**config.mk**
```make
export PLATFORM = sky130hd
export DESIGN_NAME = ex_mem_register
export DESIGN_NICKNAME = d
export VERILOG_FILES = /design/src/rtl/ece369_pkg.sv /design/src/rtl/ex_mem_register_branch_resolve.sv /design/src/rtl/ex_mem_register.sv
export SDC_FILE = /design/constraint.sdc
export NUM_CORES = 1
export LEC_CHECK = 0
export CAP_MARGIN = 15
export CORE_MARGIN = 2
export CORE_UTILIZATION = 40
export CTS_BUF_LIST = sky130_fd_sc_hd__clkbuf_2 sky130_fd_sc_hd__clkbuf_4 sky130_fd_sc_hd__clkbuf_8
export DETAILED_ROUTE_END_ITERATION = 8
export PLACE_DENSITY = 0.85
export SYNTH_ARGS = -nofsm -noshare
export SYNTH_HDL_FRONTEND = slang
export SYNTH_HIERARCHICAL = 1
export SYNTH_SLANG_ARGS = --single-unit
```
**constraint.sdc**
```tcl
create_clock -name Clk -period 1.2 [get_ports Clk]
set_input_delay 0.36 -clock Clk [delete_from_list [all_inputs] [get_ports Clk]]
set_output_delay 0.36 -clock Clk [all_outputs]
set_load 0.01 [all_outputs]
```
**src/rtl/ece369_pkg.sv**
```systemverilog
// ece369_pkg
//   Shared definitions for the EX/MEM stage: default widths, branch-type
//   and memory-size encodings, the MEM/WB control bundle, and the alignment
//   helper used when MISALIGN_CHECK_EN is defined.
package ece369_pkg;

    localparam int DATA_W_DEF     = 32;
    localparam int REG_ADDR_W_DEF = 5;

    typedef enum logic [2:0] {
        BR_NONE  = 3'd0,
        BR_BEQ   = 3'd1,
        BR_BNE   = 3'd2,
        BR_BGEZ  = 3'd3,
        BR_BGTZ  = 3'd4,
        BR_BLEZ  = 3'd5,
        BR_BLTZ  = 3'd6,
        BR_NONE7 = 3'd7
    } br_type_e;

    typedef enum logic [1:0] {
        MS_WORD = 2'b00,
        MS_HALF = 2'b01,
        MS_BYTE = 2'b10,
        MS_RSVD = 2'b11
    } mem_size_e;

    // MEM/WB control carried through the stage.
    typedef struct packed {
        logic regwrite;
        logic memread;
        logic memwrite;
        logic memtoreg;
    } ctrl_t;

    // Misaligned if a word (or the reserved size, treated as word) is not
    // 4-byte aligned, or a halfword is not 2-byte aligned. Bytes never fault.
    function automatic logic misaligned(input logic [1:0] size, input logic [1:0] lsb);
        logic m;
        m = 1'b0;
        case (mem_size_e'(size))
            MS_WORD, MS_RSVD: m = (lsb != 2'b00);
            MS_HALF:          m = lsb[0];
            default:          m = 1'b0;
        endcase
        return m;
    endfunction

endpackage

```
**src/rtl/ex_mem_register_branch_resolve.sv**
```systemverilog
// branch_resolve
//   Combinational branch decision from the ALU flags. The ALU has already
//   computed A-B (B=0 for the zero-compare forms), so only Zero and the
//   result sign bit are needed.
// Ports
//   branch_type  in  3  branch encoding (br_type_e)
//   zero         in  1  ALU Zero flag
//   sign         in  1  ALU result MSB
//   taken        out 1  compare result (not gated by valid)
module branch_resolve
    import ece369_pkg::*;
(
    input  logic [2:0] branch_type,
    input  logic       zero,
    input  logic       sign,
    output logic       taken
);

    always_comb begin
        taken = 1'b0;
        case (br_type_e'(branch_type))
            BR_BEQ:  taken = zero;
            BR_BNE:  taken = ~zero;
            BR_BGEZ: taken = ~sign;
            BR_BGTZ: taken = ~sign & ~zero;
            BR_BLEZ: taken = sign | zero;
            BR_BLTZ: taken = sign;
            default: taken = 1'b0;
        endcase
    end

endmodule

```
**src/rtl/ex_mem_register.sv**
```systemverilog
// ex_mem_register
//   EX/MEM pipeline register downstream of the ALU. Captures the ALU result,
//   store data, destination register and MEM/WB control, and resolves
//   conditional branches. All outputs are registered (one-cycle latency).
//   Per-edge priority: Reset (sync, active low) > Flush > Stall > load.
// Ports
//   Clk, Reset, Stall, Flush        clock / sync active-low reset / hold / bubble
//   ValidIn ... BranchTargetIn      EX-stage payload
//   ValidOut ... MemSizeOut         registered payload
//   BranchTaken, BranchTarget       registered branch resolution
//   AddrErr                         misalignment flag (MISALIGN_CHECK_EN only)
// Configuration
//   MISALIGN_CHECK_EN: adds AddrErr and suppresses memory/regfile writes on
//   a misaligned valid load/store.
module ex_mem_register
    import ece369_pkg::*;
#(
    parameter int DATA_W     = DATA_W_DEF,
    parameter int REG_ADDR_W = REG_ADDR_W_DEF
) (
    input  logic                  Clk,
    input  logic                  Reset,
    input  logic                  Stall,
    input  logic                  Flush,
    input  logic                  ValidIn,
    input  logic [DATA_W-1:0]     ALUResultIn,
    input  logic                  ZeroIn,
    input  logic [DATA_W-1:0]     StoreDataIn,
    input  logic [REG_ADDR_W-1:0] WriteRegIn,
    input  logic                  RegWriteIn,
    input  logic                  MemReadIn,
    input  logic                  MemWriteIn,
    input  logic                  MemToRegIn,
    input  logic [1:0]            MemSizeIn,
    input  logic [2:0]            BranchTypeIn,
    input  logic [DATA_W-1:0]     BranchTargetIn,
    output logic                  ValidOut,
    output logic [DATA_W-1:0]     ALUResultOut,
    output logic [DATA_W-1:0]     StoreDataOut,
    output logic [REG_ADDR_W-1:0] WriteRegOut,
    output logic                  RegWriteOut,
    output logic                  MemReadOut,
    output logic                  MemWriteOut,
    output logic                  MemToRegOut,
    output logic [1:0]            MemSizeOut,
    output logic                  BranchTaken,
    output logic [DATA_W-1:0]     BranchTarget
`ifdef MISALIGN_CHECK_EN
    ,
    output logic                  AddrErr
`endif
);

    logic  br_cmp;
    logic  taken_nxt;
    logic  addr_err_nxt;
    ctrl_t ctrl_nxt;

    branch_resolve u_branch_resolve (
        .branch_type (BranchTypeIn),
        .zero        (ZeroIn),
        .sign        (ALUResultIn[DATA_W-1]),
        .taken       (br_cmp)
    );

    always_comb begin
        addr_err_nxt = 1'b0;
`ifdef MISALIGN_CHECK_EN
        addr_err_nxt = ValidIn & (MemReadIn | MemWriteIn)
                     & misaligned(MemSizeIn, ALUResultIn[1:0]);
`endif
        taken_nxt = ValidIn & br_cmp;
        // Non-valid slots carry no side effects; a faulting access must not
        // write memory or the register file.
        ctrl_nxt = '0;
        if (ValidIn) begin
            ctrl_nxt.regwrite = RegWriteIn & ~addr_err_nxt;
            ctrl_nxt.memread  = MemReadIn  & ~addr_err_nxt;
            ctrl_nxt.memwrite = MemWriteIn & ~addr_err_nxt;
            ctrl_nxt.memtoreg = MemToRegIn;
        end
    end

    always_ff @(posedge Clk) begin
        if (!Reset || Flush) begin
            // Reset and bubble both clear every field.
            ValidOut     <= 1'b0;
            ALUResultOut <= '0;
            StoreDataOut <= '0;
            WriteRegOut  <= '0;
            RegWriteOut  <= 1'b0;
            MemReadOut   <= 1'b0;
            MemWriteOut  <= 1'b0;
            MemToRegOut  <= 1'b0;
            MemSizeOut   <= '0;
            BranchTaken  <= 1'b0;
            BranchTarget <= '0;
`ifdef MISALIGN_CHECK_EN
            AddrErr      <= 1'b0;
`endif
        end else if (!Stall) begin
            ValidOut     <= ValidIn;
            ALUResultOut <= ALUResultIn;
            StoreDataOut <= StoreDataIn;
            WriteRegOut  <= WriteRegIn;
            RegWriteOut  <= ctrl_nxt.regwrite;
            MemReadOut   <= ctrl_nxt.memread;
            MemWriteOut  <= ctrl_nxt.memwrite;
            MemToRegOut  <= ctrl_nxt.memtoreg;
            MemSizeOut   <= MemSizeIn;
            BranchTaken  <= taken_nxt;
            BranchTarget <= BranchTargetIn;
`ifdef MISALIGN_CHECK_EN
            AddrErr      <= addr_err_nxt;
`endif
        end
    end

endmodule

```
# Word-level counts from Yosys, hierarchy flattened
# Cells that the tools add are included.
[word_totals]
register_bits = 109
latchBits = 0
ram_bits = 0
rom_bits = 0
input_bits = 116
mem_count = 0
[classes]
addsub = 0
multipliers = 0
n_div = 0
magnitude_cmp = 0
n_eq_ne = 6
shifts = 0
muxes = 2
bitwise_logic = 5
n_reduce_logical = 2
[ops]
columns = ["cell", "count"]
rows = [
  ["equality test 3 bit (second input constant)", 3],
  ["equality test 3 x 2 -> 1 bit (second input constant)", 2],
  ["one-hot mux 1 bit (6 select lines)", 1],
  ["2-to-1 mux 4 bit", 1],
  ["equality test 3 x 1 -> 1 bit (second input constant)", 1],
  ["AND 1 bit", 2],
  ["inverter 1 bit", 2],
  ["logical NOT 1 bit", 1],
  ["logical OR 1 bit", 1],
  ["OR 1 bit", 1],
]

# Logic depth before layout (Yosys ltp)
# Gate-level depths: netlist of run 1.
[depth]
ltp_word = 4
mapped_depth = 5
depth_no_buf = 5

# Cells and area by module
# Netlist of run 1, hierarchy kept.
[modules_own_cells]
columns = ["mod", "instances", "cells_per_inst", "area_per_inst_um2"]
rows = [
  ["ex_mem_register", 1, 358, 3933.8],
  ["branch_resolve", 1, 9, 63.8],
]

# Worst setup path before layout of run 1
# OpenSTA, ideal clock, no wires.
[synth_timing]
path_kind = "input to register"
startpoint = "input port Stall"
endpoint = "register ALUResultOut[22]"
setup_time_ns = 0.117
t_arrival_ns = 0.989
path_slack_ns = 0.093
path_stages = 5
n_path_buf = 3
path_cell_list = "buf_4 -> buf_8 -> buf_6 -> mux2i_1 -> nor2_1"
[synth_rtl]
columns = ["item", "line", "text"]
rows = [
  ["start, declared", "ex_mem_register.sv:23", "input logic Stall,"],
  ["end signal, assigned", "ex_mem_register.sv:103", "ALUResultOut <= ALUResultIn;"],
  ["end, declared", "ex_mem_register.sv:38", "output logic [DATA_W-1:0] ALUResultOut,"],
]

# Worst setup path in the final report of run 1
[layout_timing]
startpoint = "register BranchTarget[10]"
endpoint = "output port BranchTarget[10]"
[layout_rtl]
columns = ["item", "line", "text"]
rows = [
  ["start, declared", "ex_mem_register.sv:47", "output logic [DATA_W-1:0] BranchTarget"],
  ["start signal, assigned", "ex_mem_register.sv:112", "BranchTarget <= BranchTargetIn;"],
]
# No word-level cell between the ends.

==> results of run 1 <==
## synth_stat cells (all sizes together), types with 5 or more instances
cell type and count:
dfxtp 109, mux2i 104, nor2 104, buf 16
clkbuf 9, a21oi 6, nand2 5, nand3b 5
## routing by layer
layer	wire, µm	GRT usage	vias to the layer above
met1	4320	0.220	1611
met3	944	0.0702	25
li1	-	-	1685
met4	330	0.105	0
met2	5820	0.357	151
met5	0	0	-
## per-stage QoR
step | worst slack [ns] | instance area (µm²)
after floorplan | 0.0935 | 4000
after global placement | -0.417 | 6360
after detailed placement | -0.449 | 6360
after CTS | -0.0131 | 6740
after global routing | -0.0303 | 6940
final | 0.00771 | 6940
## power breakdown
group | total, µW | switching, µW | internal [µW]
logic | 1220 | 440 | 782
registers | 3840 | 83.7 | 3750
clock network | 2110 | 1150 | 961
total | 7170 | 1680 | 5500
## cells by family (layout without fill, tap and decap cells)
| logic type | count (synthesis) | in the layout | synth area share |
|---|---|---|---|
| simple gates | 120 | 120 | 0.124 |
| flops | 109 | 109 | 0.546 |
| xor+xnor | 1 | 1 | 0.00219 |
| mux | 104 | 104 | 0.260 |
| compound gates | 7 | 7 | 0.00876 |
| buf+inv | 26 | 268 | 0.0592 |
## repair_timing
action                                  4_1_cts  5_1_grt
resized for setup                           640       25
pin swaps                                     0        1
endpoints found under the hold margin         0        0
endpoints found under the setup margin      110      104
setup buffers                                 6        7
## placed cells by master (no fill, tap or decap)
| master | n |
|---|---|
| dlymetal6s2s_1 | 2 |
| and4bb_2 | 1 |
| clkbuf_4 | 2 |
| inv_1 | 1 |
| buf_12 | 5 |
| o21ai_1 | 1 |
| nor3_2 | 1 |
| nor4b_4 | 1 |
| nand3b_1 | 5 |
| dlygate4sd2_1 | 3 |
| and3b_1 | 1 |
| buf_4 | 23 |
| nor2_1 | 104 |
| a21oi_1 | 6 |
| dfxtp_2 | 109 |
| nand2_1 | 5 |
| clkbuf_8 | 12 |
| clkdlybuf4s50_1 | 109 |
| mux2i_1 | 104 |
| buf_6 | 110 |
| clkinv_2 | 1 |
| nand2b_4 | 1 |
| xor2_1 | 1 |
| nor4_2 | 1 |
## layout make-up
class | count | area share
Tap cell | 133 | 0.0240
Timing Repair Buffer | 252 | 0.382
Sequential cell | 109 | 0.334
Clock inverter | 1 | 0.000721
Clock buffer | 14 | 0.0260
Inverter | 1 | 0.000541
Multi-Input combinational cell | 232 | 0.232
## sequential cells by signal, summed over array words and instances (netlist names)
signal and cells:
ALUResultOut 32, BranchTaken 1, BranchTarget 32, MemReadOut 1, MemSizeOut 2, MemToRegOut 1
MemWriteOut 1, RegWriteOut 1, StoreDataOut 32, ValidOut 1, WriteRegOut 5
## worst max-delay path by stage
stage,startpoint,endpoint,slack [ns]
3_3_place_gp,BranchTypeIn[1],BranchTaken,-0.42
3_5_place_dp,BranchTypeIn[1],BranchTaken,-0.45
6_report,BranchTarget[10],BranchTarget[10],0.008
5_1_grt,WriteRegOut[0],WriteRegOut[0],-0.03
2_1_floorplan,Stall,ALUResultOut[22],0.09
4_1_cts,ALUResultOut[28],ALUResultOut[28],-0.01
==> impl_metrics.toml, run 1 <==
[run_status]
status = "finished clean"

[floorplan]
initial_core_util = 0.411
coreArea_um2 = 9730
dieWidth_um = 104
io_pins = 225
die_area_um2 = 10800
fp-row-count = 36
die_h_um = 104

[critical_path]
crit_slowest_cell = "dfxtp_2"
max_stage_delay_ns = 0.36
critPathCaptureType = "primary output"
reg2reg_depth = 4
path_class = "flop to primary output"
r2r_slack_ns = 0.35
worst-path-max-fanout = 2
worst-path-buf-inv = 1
critPathArrivalTime_ns = 0.83
worstSetupStartpointType = "flop"
cp.depth = 1
worstPathCellList = "buf_6"
worstPathRequired_ns = 0.84
r2r_start = "ALUResultOut[29]"
worstReg2RegEnd = "ALUResultOut[29]"
crit_family = "flip-flops"

[logic_synthesis]
synth_area_per_cell_um2 = 10.9
synthArstFlopShare = 0
yosysTopAreaCellShare = 0.546
synth_top_area_cell = "dfxtp_1"
seq_area_frac_synth = 0.546
ys_top_cells_by_area = "dfxtp_1 55%, mux2i_1 26%, nor2_1 9.8%"
synthesis.instances = 367
synth_top_flop_cell = "dfxtp_1"
yosysUniqueCellTypes = 21
syn_area_um2 = 4000
synthesis.nets = 483
synth_edf_count = 0
synth_warnings = 6
synth-seq-cells = 109

[cts]
clockRootBuffer = "clkbuf_8"
clock_sinks = 109
clkLatencyLatePin_ns = 0.36
cts_tree = "built"
numCtsBuffers = 9
cts_hold_buf = 0
htreeDepth = 3
clockBufferDepth = 2
clkTransAtPathRegs_ns = 0.09

[hold_path]
holdPathStages = 4
holdPathEnd = "BranchTarget[16]"
hp-class = "input port to flop"
holdCritStartpoint = "Stall"

[grt]
overflow = 0
grt_usage = 0.205
grt_pass1_wl_mm = 17.8
grt_pass1_vias = 3514
antenna_found_initial = 0
grt_max_degree = 45

[placement]
place.gp.congestion = 0.745
place_inst = 714
port_buffers = 224
dpl.hpwl_mm = 8.49

[sta]
final.period_utilization = 0.994
tightest_slew_ns = 0.288
hold_viol_final = 0
finClkSkew_ns = 0
fmax_mhz = 839
finalSetupViolCount = 0
rsz0062_at_grt = "yes"
tns_ns = 0
whs_ns = 0.465
maxSlewViolCount = 0
maxSlewHeadroom = 0.807
fin_crit_ns = 1.19

[job]
maxCapViolCount = 0

[layout]
final_core_util = 0.713
regArea_um2 = 2320
layout.nets = 721
antennaDiodeCount = 0
fin_cells = 742
fill_cells = 714
area_growth_pct = 73.6
drive_gt1_frac = 0.438
multi_input_area_um2 = 1610

[power]
ir_worst_vdd_v = 0.000663
powerDensity_nw_per_um2 = 1030
leakage_uw = 0.00315
power_uw = 7170

[drt]
firstDrtPassIters = 4
num_vias = 3472
finalWirelength_mm = 11.4
ant_nets = 0
avgViaCountPerCell = 4.68
drt_iter0_markers = 76
drc = 0
post_drt_wl_per_cell_um = 15.4
Power figures use the tool's default switching activity.
==> run 2, diff against run 1 <==
--- a/config.mk
+++ b/config.mk
@@ -9,6 +9,7 @@
 export CORE_MARGIN = 2
 export CORE_UTILIZATION = 40
 export CTS_BUF_LIST = sky130_fd_sc_hd__clkbuf_2 sky130_fd_sc_hd__clkbuf_4 sky130_fd_sc_hd__clkbuf_8
+export CTS_CLUSTER_SIZE = 40
 export DETAILED_ROUTE_END_ITERATION = 8
 export PLACE_DENSITY = 0.85
 export SYNTH_ARGS = -nofsm -noshare
==> results of run 2 <==
The final DEF is identical to that of run 1; final timing and power are the same.
==> run 3, diff against run 2 <==
--- a/config.mk
+++ b/config.mk
@@ -11,6 +11,7 @@
 export CTS_BUF_LIST = sky130_fd_sc_hd__clkbuf_2 sky130_fd_sc_hd__clkbuf_4 sky130_fd_sc_hd__clkbuf_8
 export CTS_CLUSTER_SIZE = 40
 export DETAILED_ROUTE_END_ITERATION = 8
+export GPL_TIMING_DRIVEN = 1
 export PLACE_DENSITY = 0.85
 export SYNTH_ARGS = -nofsm -noshare
 export SYNTH_HDL_FRONTEND = slang
==> constraint.sdc (replaced) <==
create_clock -name Clk -period 1.3 [get_ports Clk]
set_input_delay 0.39 -clock Clk [delete_from_list [all_inputs] [get_ports Clk]]
set_output_delay 0.39 -clock Clk [all_outputs]
set_load 0.01 [all_outputs]
==> impl_metrics.toml, run 3 (same netlist as run 1, synthesis figures left out) <==
[floorplan]
die_h_um = 104
coreArea_um2 = 9730
die_area_um2 = 10800
fp-row-count = 36
initial_core_util = 0.411
io_pins = 225
dieWidth_um = 104

[drt]
drc = 0
ant_nets = 0
finalWirelength_mm = 10.9
avgViaCountPerCell = 4.66
post_drt_wl_per_cell_um = 14.8
num_vias = 3418
firstDrtPassIters = 4
drt_iter0_markers = 105

[grt]
top_usage_layer = "met2"
use_met3 = 0.0589
grt_pass1_wl_mm = 17.4
grt_max_degree = 45
use_met2 = 0.356
globalRouteMet1Util = 0.222
grt_usage = 0.198
antenna_found_initial = 0
overflow = 0
grt_pass1_vias = 3449

[power]
powerDensity_nw_per_um2 = 1040
ir_worst_vdd_v = 0.000608
leakage_uw = 0.00301
power_uw = 6420

[run_status]
status = "finished, violations left"
violations = "setup timing"

[placement]
dpl.hpwl_mm = 8.21
place.gp.congestion = 0.735
detailed_place.area_um2 = 6330
port_buffers = 224

[sta]
tightest_slew_ns = 0.305
hold_viol_final = 0
fin_crit_ns = 1.36
maxSlewViolCount = 0
finalSetupViolCount = 1
final.setup.worst_slack_ns = -0.0580
fmax_mhz = 736
tns_ns = -0.0580
final.period_utilization = 1.04
maxSlewHeadroom = 0.796
finClkSkew_ns = 0

[critical_path]
worstPathRequired_ns = 1.59
worstSetupStartpointType = "input port"
critPathCaptureType = "flop"
worstPathCellList = "clkdlybuf4s50_1 -> nor4b_2 -> nor3_2 -> o21ai_1 -> nand3b_1 -> a21oi_1"
critPathArrivalTime_ns = 1.65
crit_slowest_cell = "clkdlybuf4s50_1"
path_class = "input port to flop"
max_stage_delay_ns = 0.48
worst-path-max-fanout = 3

[cts]
clkTransAtPathRegs_ns = 0.11
clock_sinks = 109
clockBufferDepth = 2
cts_hold_buf = 0
numCtsBuffers = 9
cts_tree = "built"
htreeDepth = 3
clockRootBuffer = "clkbuf_8"
clkLatencyLatePin_ns = 0.36

[layout]
reg.largest.list = "ALUResultOut (32), BranchTarget (32), StoreDataOut (32)"
layout.nets = 712
fill_cells = 847
antennaDiodeCount = 0
area_growth_pct = 54.3
drive_gt1_frac = 0.412
final_cell_mix = "110 x clkdlybuf4s50_1, 109 x buf_2, 104 x mux2i_1, 104 x nor2_1, 98 x dfxtp_2"
layout_commonest_cell = "clkdlybuf4s50_1"
fin_area_um2 = 6170

[hold_path]
hp-class = "input port to flop"

[job]
maxCapViolCount = 0
==> run 3: through the flow <==
stage | hold slack (ns) | utilization | std cells | setup slack, ns
floorplan | 0.480 | - | 367 | 0.163
global placement | 0.448 | 0.650 | 710 | -0.361
detailed placement | 0.454 | 0.650 | 710 | -0.426
CTS | 0.392 | 0.631 | 733 | 0.0158
global route | 0.420 | 0.634 | 733 | -0.0620
finish | 0.419 | 0.634 | 733 | -0.0580
==> run 3: cell type report <==
type / instances / area [µm²] / area share
Clock buffer: 10 / 138 / 0.0223
Inverter: 1 / 3.75 / 0.000609
Clock inverter: 5 / 42.5 / 0.00690
Tap cell: 133 / 166 / 0.0270
Timing Repair Buffer: 243 / 1910 / 0.310
Multi-Input combinational cell: 232 / 1600 / 0.260
Sequential cell: 109 / 2300 / 0.374
==> run 3: layer usage <==
metal / part of all wire / up-vias
met5: 0 / -
met3: 0.071 / 17
met1: 0.40 / 1583
li1: - / 1671
met4: 0.019 / 0
met2: 0.51 / 147
==> run 3: repair_timing <==
item,in CTS,in global routing
setup endpoints to repair,110,1
resized for setup,535,6
buffers inserted,8,0
pin swaps,0,2
==> run 3: where the power goes <==
part / switching, µW / internal, µW / leakage (µW)
clock network: 1150 / 765 / 0.0000898
registers: 51.6 / 3460 / 0.000932
logic: 398 / 594 / 0.00198
==> run 3: worst paths after layout <==
kind         slack (ns)  cells after the start             start                to
max               -0.06                      6   BranchTypeIn[2]       BranchTaken
min                0.42                      3             Stall  BranchTarget[19]
max reg2reg        0.53                      3  BranchTarget[26]  BranchTarget[26]
min reg2reg        0.46                      2       MemWriteOut       MemWriteOut
==> run 3: worst max-delay path: cells and delay by family <==
family                 cells  cell delay, ns
AO/OA/AOI/OAI              2            0.23
buffers and inverters      1            0.48
AND/OR/NAND/NOR            3            0.54
